$ cat src/rtl/mips_pkg.sv
// rtl/mips_pkg.sv - shared widths, word offset and store buffer entry type
package mips_pkg;

    localparam int DEF_ADDR_W = 32;
    localparam int DEF_DATA_W = 32;
    localparam int WORD_OFF   = 2;

    typedef struct packed {
        logic                  valid;
        logic [DEF_ADDR_W-1:0] addr;
        logic [DEF_DATA_W-1:0] data;
    } sb_entry_t;

endpackage

$ cat src/rtl/store_fwd_match.sv
// rtl/store_fwd_match.sv - youngest-match selector over the store buffer entries
module store_fwd_match #(
    parameter int DEPTH  = 4,
    parameter int WORD_W = 30,
    parameter int DATA_W = 32
) (
    input  logic [DEPTH-1:0]         valid_i,
    input  logic [WORD_W-1:0]        word_i [DEPTH],
    input  logic [DATA_W-1:0]        data_i [DEPTH],
    input  logic [$clog2(DEPTH)-1:0] wr_ptr_i,
    input  logic [WORD_W-1:0]        ld_word_i,
    output logic                     hit_o,
    output logic [DATA_W-1:0]        data_o
);

    localparam int PW = $clog2(DEPTH);

    logic [PW-1:0] idx;

    // Walk from the oldest slot toward wr_ptr-1 so the youngest match overwrites earlier ones.
    always_comb begin
        hit_o  = 1'b0;
        data_o = '0;
        idx    = '0;
        for (int k = DEPTH; k >= 1; k--) begin
            idx = wr_ptr_i - PW'(k);
            if (valid_i[idx] && (word_i[idx] == ld_word_i)) begin
                hit_o  = 1'b1;
                data_o = data_i[idx];
            end
        end
    end

endmodule

$ cat src/rtl/store_write_buffer.sv
// rtl/store_write_buffer.sv - committed-store FIFO draining to memory with load forwarding
module store_write_buffer
    import mips_pkg::*;
#(
    parameter int DEPTH  = 4,
    parameter int ADDR_W = DEF_ADDR_W,
    parameter int DATA_W = DEF_DATA_W
) (
    input  logic                     clk,
    input  logic                     reset,
    input  logic                     push,
    input  logic [ADDR_W-1:0]        push_addr,
    input  logic [DATA_W-1:0]        push_data,
    input  logic                     stall_buf,
    input  logic [ADDR_W-1:0]        ld_addr,
    output logic                     ld_hit,
    output logic [DATA_W-1:0]        ld_data,
    output logic                     mem_write_buf,
    output logic                     mem_we,
    output logic [ADDR_W-1:0]        mem_addr,
    output logic [DATA_W-1:0]        mem_wdata,
    output logic                     full,
    output logic                     empty,
    output logic [$clog2(DEPTH):0]   count,
    output logic                     overflow
);

    localparam int PW     = $clog2(DEPTH);
    localparam int CW     = PW + 1;
    localparam int WORD_W = ADDR_W - WORD_OFF;

    logic [DEPTH-1:0]  valid_q;
    logic [ADDR_W-1:0] addr_q [DEPTH];
    logic [DATA_W-1:0] data_q [DEPTH];
    logic [WORD_W-1:0] word_q [DEPTH];
    logic [PW-1:0]     rd_ptr_q, rd_ptr_d;
    logic [PW-1:0]     wr_ptr_q, wr_ptr_d;
    logic [CW-1:0]     count_q, count_d;
    logic              overflow_q, overflow_d;
    logic              pop, push_acc;
    logic [WORD_OFF-1:0] unused_ld_lsb;

    assign full  = (count_q == CW'(DEPTH));
    assign empty = (count_q == '0);
    assign count = count_q;
    assign overflow = overflow_q;

    assign pop      = !empty && !stall_buf;
    // A full buffer still accepts a push when the head leaves in the same cycle.
    assign push_acc = push && (!full || pop);

    always_comb begin
        rd_ptr_d   = rd_ptr_q + PW'(pop);
        wr_ptr_d   = wr_ptr_q + PW'(push_acc);
        count_d    = count_q + CW'(push_acc) - CW'(pop);
        overflow_d = overflow_q || (push && full && !pop);
    end

    always_ff @(posedge clk or negedge reset) begin
        if (!reset) begin
            valid_q    <= '0;
            rd_ptr_q   <= '0;
            wr_ptr_q   <= '0;
            count_q    <= '0;
            overflow_q <= 1'b0;
            for (int i = 0; i < DEPTH; i++) begin
                addr_q[i] <= '0;
                data_q[i] <= '0;
            end
        end else begin
            rd_ptr_q   <= rd_ptr_d;
            wr_ptr_q   <= wr_ptr_d;
            count_q    <= count_d;
            overflow_q <= overflow_d;
            if (pop) begin
                valid_q[rd_ptr_q] <= 1'b0;
            end
            if (push_acc) begin
                valid_q[wr_ptr_q] <= 1'b1;
                addr_q[wr_ptr_q]  <= push_addr;
                data_q[wr_ptr_q]  <= push_data;
            end
        end
    end

    assign mem_write_buf = !empty;
    assign mem_we        = !empty;
    assign mem_addr      = addr_q[rd_ptr_q];
    assign mem_wdata     = data_q[rd_ptr_q];

    always_comb begin
        for (int i = 0; i < DEPTH; i++) begin
            word_q[i] = addr_q[i][ADDR_W-1:WORD_OFF];
        end
    end

    assign unused_ld_lsb = ld_addr[WORD_OFF-1:0];

    store_fwd_match #(
        .DEPTH  (DEPTH),
        .WORD_W (WORD_W),
        .DATA_W (DATA_W)
    ) u_fwd (
        .valid_i   (valid_q),
        .word_i    (word_q),
        .data_i    (data_q),
        .wr_ptr_i  (wr_ptr_q),
        .ld_word_i (ld_addr[ADDR_W-1:WORD_OFF]),
        .hit_o     (ld_hit),
        .data_o    (ld_data)
    );

endmodule

$ cat config.mk
export PLATFORM = sky130hd
export DESIGN_NAME = store_write_buffer
export DESIGN_NICKNAME = d
export VERILOG_FILES = /design/src/rtl/mips_pkg.sv /design/src/rtl/store_fwd_match.sv /design/src/rtl/store_write_buffer.sv
export SDC_FILE = /design/constraint.sdc
export NUM_CORES = 1
export LEC_CHECK = 0
export CAP_MARGIN = 20
export CORE_MARGIN = 4
export CORE_UTILIZATION = 47
export CTS_BUF_LIST = sky130_fd_sc_hd__clkbuf_8
export CTS_CLUSTER_DIAMETER = 120
export CTS_CLUSTER_SIZE = 10
export DETAILED_ROUTE_END_ITERATION = 16
export PLACE_DENSITY = 0.77
export SLEW_MARGIN = 15
export SYNTH_ARGS = -nofsm -noshare
export SYNTH_HDL_FRONTEND = slang
export SYNTH_SLANG_ARGS = --single-unit
$ cat constraint.sdc
create_clock -name clk -period 9.7 [get_ports clk]
set_input_delay 1.455 -clock clk [delete_from_list [all_inputs] [get_ports clk]]
set_output_delay 1.455 -clock clk [all_outputs]
set_load 0.05 [all_outputs]
* Yosys cells after proc, flatten, opt, wreduce, memory -nomap -nowiden *
Index checks and enable logic that the tools add are counted.
W data, S select, Z words.

storage, ports and cells
  output and inout bits = 105
  flip-flop bits (word level) = 268
  word-level logic and storage cells = 120
  input bits = 100

cells by class
  bitwise operators = 8
  magnitude comparators = 13
  multiplexer cells = 56
  eq/ne operators = 5
  $add $sub $neg = 7
  reduce and logical (&&, ||, !) cells = 18

operator list
  cell                   number
  $mux W32               17
  $bmux W32 S2           6
  $bwmux W128            2
  $bmux W30 S2           4
  $mux W30               8
  $eq A30 B30 Y1         4
  $demux W32 S2          1
  $ge A3 B3 Y1 const B   5
  $lt A2 B3 Y1 const B   5
  $not A2 Y3             5
  $logic_and A1 B1 Y1    11
  $mux W1                10
  $bmux W1 S2            4
  $mux W4                2
  $add A2 B1 Y2          2
  $and A4 B4 Y4          1
  $demux W1 S2           2
  $ge A2 B1 Y1 const B   2
  $logic_not A1 Y1       4
  $not A4 Y4             1
  $or A4 B4 Y4           1
  $sub A2 B2 Y2 const B  2
  $add A3 B1 Y3          1
  $eq A3 B3 Y1 const B   1
  5 further kinds        6

* Logic depth before layout (Yosys ltp) *
Gate-level depths: netlist (run 1).

  depth after elaboration = 10
  gate-level depth with buffers = 19

* Modules after synthesis *
A second synthesis (run 1) with hierarchy kept.

unflattened totals
  cells, all modules = 1617
  area total of the unflattened synthesis = 20382.0 µm²

by module, submodules not included
  module              seq. area each (µm²)  times used  area each (µm²)  cells each
  store_write_buffer  6706.4                1           12052.8          670
  store_fwd_match     0.0                   1           8329.2           947

* Worst setup path after synthesis (run 1) *
No wires, ideal clock.

  path kind = reg-to-output
  start = register wr_ptr_q[0]
  end = output port ld_data[10]
  data required time = 8.245 ns
  path slack = 3.602 ns
  buffers on the path = 7
  stages on the path, launching flop included = 17
  arrival time = 4.643 ns
  path through = dfrtp_1 buf_4 buf_4 inv_1 buf_4 buf_2 ha_1 buf_2 buf_6 mux2_4 a222oi_1 a32oi_1 or4_1 nor4b_2 a21oi_1 clkbuf_1 a32oi_1

between the ends
  longest elaborated chain between the ends = 10

ends and longest elaborated chain
  what                                                              RTL line                                                             RTL
  start: declaration                                                store_write_buffer.sv:37                                             logic [PW-1:0] wr_ptr_q, wr_ptr_d;
  start signal: assignment                                          store_write_buffer.sv:72                                             wr_ptr_q <= wr_ptr_d;
  $sub A2 B2 Y2 or $not A2 Y3 (tied branches)                       store_fwd_match.sv:26, store_fwd_match.sv:27, store_fwd_match.sv:29
  $not A2 Y3 (not written as such) or $bmux W30 S2 (tied branches)  store_fwd_match.sv:27, store_fwd_match.sv:29
  $bmux W30 S2 or $mux W30 (tied branches)                          store_fwd_match.sv:27                                                if (valid_i[idx] && (word_i[idx] == ld_word_i)) begin
  $mux W30 (not written as such)                                    store_fwd_match.sv:27
  $mux W30 (not written as such) or $eq A30 B30 Y1 (tied branches)  store_fwd_match.sv:27
  $eq A30 B30 Y1 or $logic_and A1 B1 Y1 (tied branches)             store_fwd_match.sv:27
  $logic_and A1 B1 Y1 or $mux W32 (tied branches)                   store_fwd_match.sv:27
  $mux W32 (2 in series)                                            store_fwd_match.sv:27
  $mux W32 (*)                                                      store_fwd_match.sv:27
  end: declaration                                                  store_write_buffer.sv:17                                             output logic [DATA_W-1:0] ld_data,

Every way passes the cells marked *; elsewhere a longest branch is shown, timed or not. The select of a mux whose other input is x is not followed.

* Final worst setup path (run 1) *
  start = register wr_ptr_q[1]
  end = output port ld_data[23]

The elaborated chain is that of the path after synthesis.

==> results of run 1 <==
==> synth_stat cells, types with 5 or more instances <==
library cell	number	area share [%]
mux2_2	269	15
dfrtp_1	268	32
mux4_2	268	29
mux2i_1	91	4.4
nand2_1	90	1.6
clkbuf_1	84	1.5
xnor2_1	63	2.6
inv_1	54	0.97
nand4_1	43	1.3
buf_2	35	0.84
a32oi_1	34	1.4
xor2_1	34	1.4
a31o_2	33	1.4
buf_4	26	0.93
nor2_1	18	0.32
o21ai_0	17	0.41
a21oi_1	13	0.31
nor4_1	11	0.33
buf_1	9	0.16
o22ai_1	9	0.27
o2bb2ai_1	9	0.38
ha_1	8	0.48
nor3_1	7	0.17
a31oi_1	6	0.18
a2111oi_0	5	0.21
a22oi_1	5	0.18
a2bb2oi_1	5	0.21
==> cells by family after synthesis <==
group	Yosys count
flops	268
buf+inv	213
fa+ha+maj	9
compound gates	168
xor+xnor	97
mux	629
simple gates	187
==> area by class of cell <==
cell class                      instances  area, um^2
Tap cell                              585         732
Clock buffer                           31         427
Timing Repair Buffer                  233        2290
Antenna cell                            2        5.00
Fill cell                            3618       19800
Inverter                               55         206
Sequential cell                       268        6720
Clock inverter                          3        23.8
Multi-Input combinational cell       1090       13300
==> worst reg2reg max path, delay by kind of cell (launching register included) <==
family	cells	cell delay [ns]
adder cells (fa/ha/maj)	1	0.34
AND/OR/NAND/NOR	1	0.32
buffers and inverters	3	1.77
multiplexers	1	0.40
flip-flops	1	0.70
==> flip-flops by register name, indices dropped and copies added, names as in the netlist <==
name,flops
wr_ptr_q,2
rd_ptr_q,2
overflow,1
count,3
data_q,128
addr_q,128
valid_q,4
==> worst min path at each step <==
stage / endpoint / slack (ns) / cells past startpoint
2_1_floorplan: addr_q[32] / 0.47 / 1
3_3_place_gp: overflow / 0.45 / 1
3_5_place_dp: overflow / 0.47 / 1
4_1_cts: overflow / 0.49 / 1
5_1_grt: overflow / 0.50 / 1
6_report: overflow / 0.48 / 1
==> per-stage QoR <==
| step | setup WS [ns] | util [%] | instances |
|---|---|---|---|
| 5_1_grt | 0.900 | 54.5 | 2266 |
| 6_report | 1.24 | 54.5 | 2267 |
| 2_1_floorplan | 3.60 | - | 1571 |
| 3_5_place_dp | 2.01 | 53.4 | 2230 |
| 4_1_cts | 1.28 | 54.4 | 2264 |
| 3_3_place_gp | 2.09 | 53.4 | 2230 |
==> layout by cell type (no fill, tap or decap), types with 6 or more instances in the layout <==
cell,instances
nor2_1,18
xnor2_1,63
buf_4,28
a21oi_1,12
mux2i_1,91
nand2_1,86
o2bb2ai_1,9
ha_1,7
a32oi_1,34
xor2_1,34
inv_1,56
mux4_2,268
nor4_1,10
a31oi_1,6
clkdlybuf4s50_1,201
a31o_2,33
o22ai_1,9
nand4_1,43
dfrtp_1,264
mux2_2,269
nor3_1,7
clkbuf_8,31
o21ai_0,17
==> per-layer routing <==
metal | track usage, % | share of wire (%) | vias to the layer above
li1 | - | - | 6456
met1 | 34.7 | 39 | 8259
met2 | 42.5 | 49 | 782
met3 | 5.57 | 8.9 | 144
met4 | 7.84 | 3.2 | 4
met5 | 0 | 0.040 | -
==> out/qor.csv, run 1 <==
metric,value,unit
status,completed,
grt_pass1_wl,95.7,mm
critPathMostFrequentCell,buf_4,
port_buffers,202,
crit_buf_inv,4,
wl_per_cell,27.7,um
root_buffer,clkbuf_8,
drt_iter0_drc,1683,
final_nets,1787,
synth-edff-count,0,
die_area,0.0479,mm^2
core,0.0435,mm^2
crit_fanout,64,
rsz0062_at_grt,false,
max_cap_violations,0,
synth_compound_area_share,6.36,%
crit_chain,inv_1 -> ha_4 -> buf_4 -> mux4_2 -> xor2_1 -> nor4_1 -> nand4_1 -> nor4b_4 -> buf_4 -> nand2_1 -> a32oi_1 -> clkdlybuf4s50_1,
insertion_delay,0.65,ns
syn_inst,1571,
cts_resized,0,
hold_viol,0,
num_rows,76,
drive_gt1_share,38.7,%
syn-num-nets,1680,
design_area,0.0237,mm^2
cp-end-kind,primary output,
critPathMaxStageDelay,0.92,ns
dp.final_hpwl,41.4,mm
critical_path_required,8.25,ns
ys.flop_type,dfrtp_1,
cts_max_path_buffers,3,
max_freq,118,MHz
ant_nets,0,
crit_slowest_cell,dfrtp_4,
clkTransAtPathRegs,0.08,ns
critPathLaunchType,register,
min_period,8.46,ns
r2r_end,data_q[21],
cp_top_family,buffers and inverters,
holdCritStartpoint,overflow,
num_vias,15600,
holdWs,0.483,ns
hold_path_class,register to register,
die_h,219,um
start_util,48.1,%
syn_avg_cell_area,13.3,um^2
cts_setup_buffers,0,
numCtsBuffers,30,
place_congestion,0.997,
synthSimpleGateAreaFrac,4.41,%
drt_pass1_iterations,5,
worst_pin_slew,1.02,ns
path_depth,12,
slew_violations,0,
drc,0,
startpoint,wr_ptr_q[1],
yosysWarnings,0,
arrival,7.01,ns
grt_use_total,25.8,%
ys_ff_latch,268,
cts_max_level,1,
grt_max_degree,133,
cts_hold_buf,0,
io_pins,205,
cts_sinks,268,
routed_wl,62.9,mm
synthXorXnorAreaFrac,4.07,%
reg2regPathDepth,6,
synth.distinct_cells,57,
crit_type,register to primary output,
endpoint,ld_data[23],
synth_top_family_by_area,multiplexers,
finalSetupViolations,0,
gr-total-overflow,0,
grt_pass1_vias,15800,
die_w,219,um
dpl-instance-area,0.0232,mm^2
vias_per_cell,6.90,
setup_tns,0,ns
synthAdderAreaFrac,0.575,%
antenna_found_initial,4,
synthMuxAreaShare,47.8,%
async_flop_share,100,%
areaGrowthSynthToFinish,13.4,%
reg2reg_from,wr_ptr_q[0],
slew_headroom,32.3,%
skew,0.0232,ns
cts_tree,yes,
synth_seq_area_share,32.1,%
reg2reg_slack,6.06,ns
min_period_over_period,87.2,%
synth_area,0.0209,mm^2
Power of run 1 is left out: the tool's default activity adds up to more than one toggle a clock period on the data nets, which glitch-free logic cannot reach.
==> inputs of run 2 (changes only) <==
--- a/config.mk
+++ b/config.mk
@@ -6,7 +6,6 @@
 export NUM_CORES = 1
 export LEC_CHECK = 0
 export CAP_MARGIN = 20
-export CORE_MARGIN = 4
 export CORE_UTILIZATION = 47
 export CTS_BUF_LIST = sky130_fd_sc_hd__clkbuf_8
 export CTS_CLUSTER_DIAMETER = 120
==> run 2 against run 1 <==
Count of clock-buffer cells in the layout is the same. First-iteration DRC count grew 4.0%. Die area shrank 5.4%. Critical path type unchanged. Routed wire length shrank 2.3%. Critical path depth is the same. Sequential share of layout area is essentially flat. Final cell count is essentially flat. Worst hold slack lost 0.0036 ns. Global-route usage grew 1.3 points. Non-clock buffer count shrank 4. Worst setup slack gained 0.18 ns.
==> out/qor.csv, run 2 (synthesis results as in run 1) <==
metric,value,unit
insertion_delay,0.67,ns
die_area,0.0453,mm^2
drc,0,
grt_max_degree,163,
areaGrowthSynthToFinish,13.4,%
numCtsBuffers,30,
drive_gt1_share,38.5,%
cts_sinks,268,
die_h,213,um
slew_headroom,32.1,%
clkTransAtPathRegs,0.08,ns
hold_viol,0,
antenna_found_initial,7,
reg.largest.list,"addr_q x128, data_q x128, valid_q x4",
vias_per_cell,6.79,
port_buffers,202,
final_nets,1783,
min_period_over_period,85.4,%
critPathLaunchType,register,
grt_pass1_wl,93.4,mm
drt_pass1_iterations,5,
skew,0.0433,ns
critPathMaxStageDelay,0.87,ns
arrival,6.83,ns
slew_violations,0,
cts_max_level,1,
crit_type,register to primary output,
worst_pin_slew,1.02,ns
grt_pass1_vias,15400,
final_cell_mix,"269 x mux2_2, 268 x mux4_2, 264 x dfrtp_1, 201 x clkdlybuf4s50_1, 91 x mux2i_1",
max_freq,121,MHz
finalSetupViolations,0,
cp-end-kind,primary output,
cts_resized,0,
crit_chain,inv_1 -> ha_4 -> buf_12 -> mux4_2 -> xnor2_1 -> nand4_1 -> a2111oi_0 -> and4_1 -> buf_4 -> nand2_1 -> a32oi_1 -> clkdlybuf4s50_1,
root_buffer,clkbuf_8,
critical_path_required,8.25,ns
setup_tns,0,ns
num_vias,15400,
wl_per_cell,27.1,um
num_rows,76,
gr-total-overflow,0,
start_util,48.1,%
crit_slowest_cell,clkdlybuf4s50_1,
die_w,213,um
status,completed,
grt_use_total,27.2,%
min_period,8.28,ns
final_common_cell,mux2_2,
place_congestion,0.986,
rsz0062_at_grt,false,
dp.final_hpwl,40.3,mm
routed_wl,61.4,mm
max_cap_violations,0,
io_pins,205,
core,0.0435,mm^2
cts_setup_buffers,0,
cts_tree,yes,
cts_max_path_buffers,3,
drt_iter0_drc,1750,
crit_fanout,53,
cts_hold_buf,0,
hold_path_class,register to register,
ant_nets,0,
==> run 2: path summary, 6_finish.rpt <==
kind	endpoint	startpoint	cells past startpoint	slack, ns
worst max-delay path	ld_data[28]	wr_ptr_q[1]	12	1.42
worst min-delay path	overflow	overflow	1	0.48
worst max register to register	addr_q[60]	wr_ptr_q[0]	6	6.24
worst min register to register	overflow	overflow	1	0.48
max in group asynchronous	wr_ptr_q[1]	reset	2	7.45
min in group asynchronous	addr_q[33]	reset	1	0.80
==> run 2: worst max-delay path: cells and delay by family (launching register included) <==
| kind | cells | cell delay (ns) |
|---|---|---|
| AO/OA/AOI/OAI | 2 | 0.98 |
| XOR/XNOR | 1 | 0.40 |
| adder cells (fa/ha/maj) | 1 | 0.60 |
| buffers and inverters | 4 | 2.07 |
| flip-flops | 1 | 0.84 |
| multiplexers | 1 | 0.56 |
| AND/OR/NAND/NOR | 3 | 0.60 |
==> run 2: routing by layer <==
| layer | part of all wire, % | track usage, % | up-vias |
|---|---|---|---|
| li1 | - | - | 6463 |
| met1 | 40 | 36.7 | 8042 |
| met2 | 49 | 44.0 | 759 |
| met3 | 8.4 | 5.31 | 121 |
| met4 | 3.3 | 9.13 | 6 |
| met5 | 0.060 | 0 | - |
==> run 2: layout make-up <==
cell class              instances  area (um^2)
diodes                          6         15.0
multi-input cells            1090        13300
clock buffers                  31          427
inverters                      55          206
well taps                     585          732
fillers                      3585        19800
clock inverters                 4         27.5
flip-flops and latches        268         6720
repair buffers                229         2270
==> run 2: metrics by stage <==
stage	worst slack, ns	instance area (um^2)	std cells	util (%)	hold slack (ns)
3_5_place_dp	2.17	23200	2227	53.4	0.470
2_1_floorplan	3.60	20900	1571	-	0.474
4_1_cts	1.41	23700	2262	54.4	0.487
6_report	1.42	23700	2268	54.5	0.479
5_1_grt	1.15	23700	2264	54.5	0.500
3_3_place_gp	2.32	23200	2227	53.4	0.451
Power of run 2 is left out for the same reason.
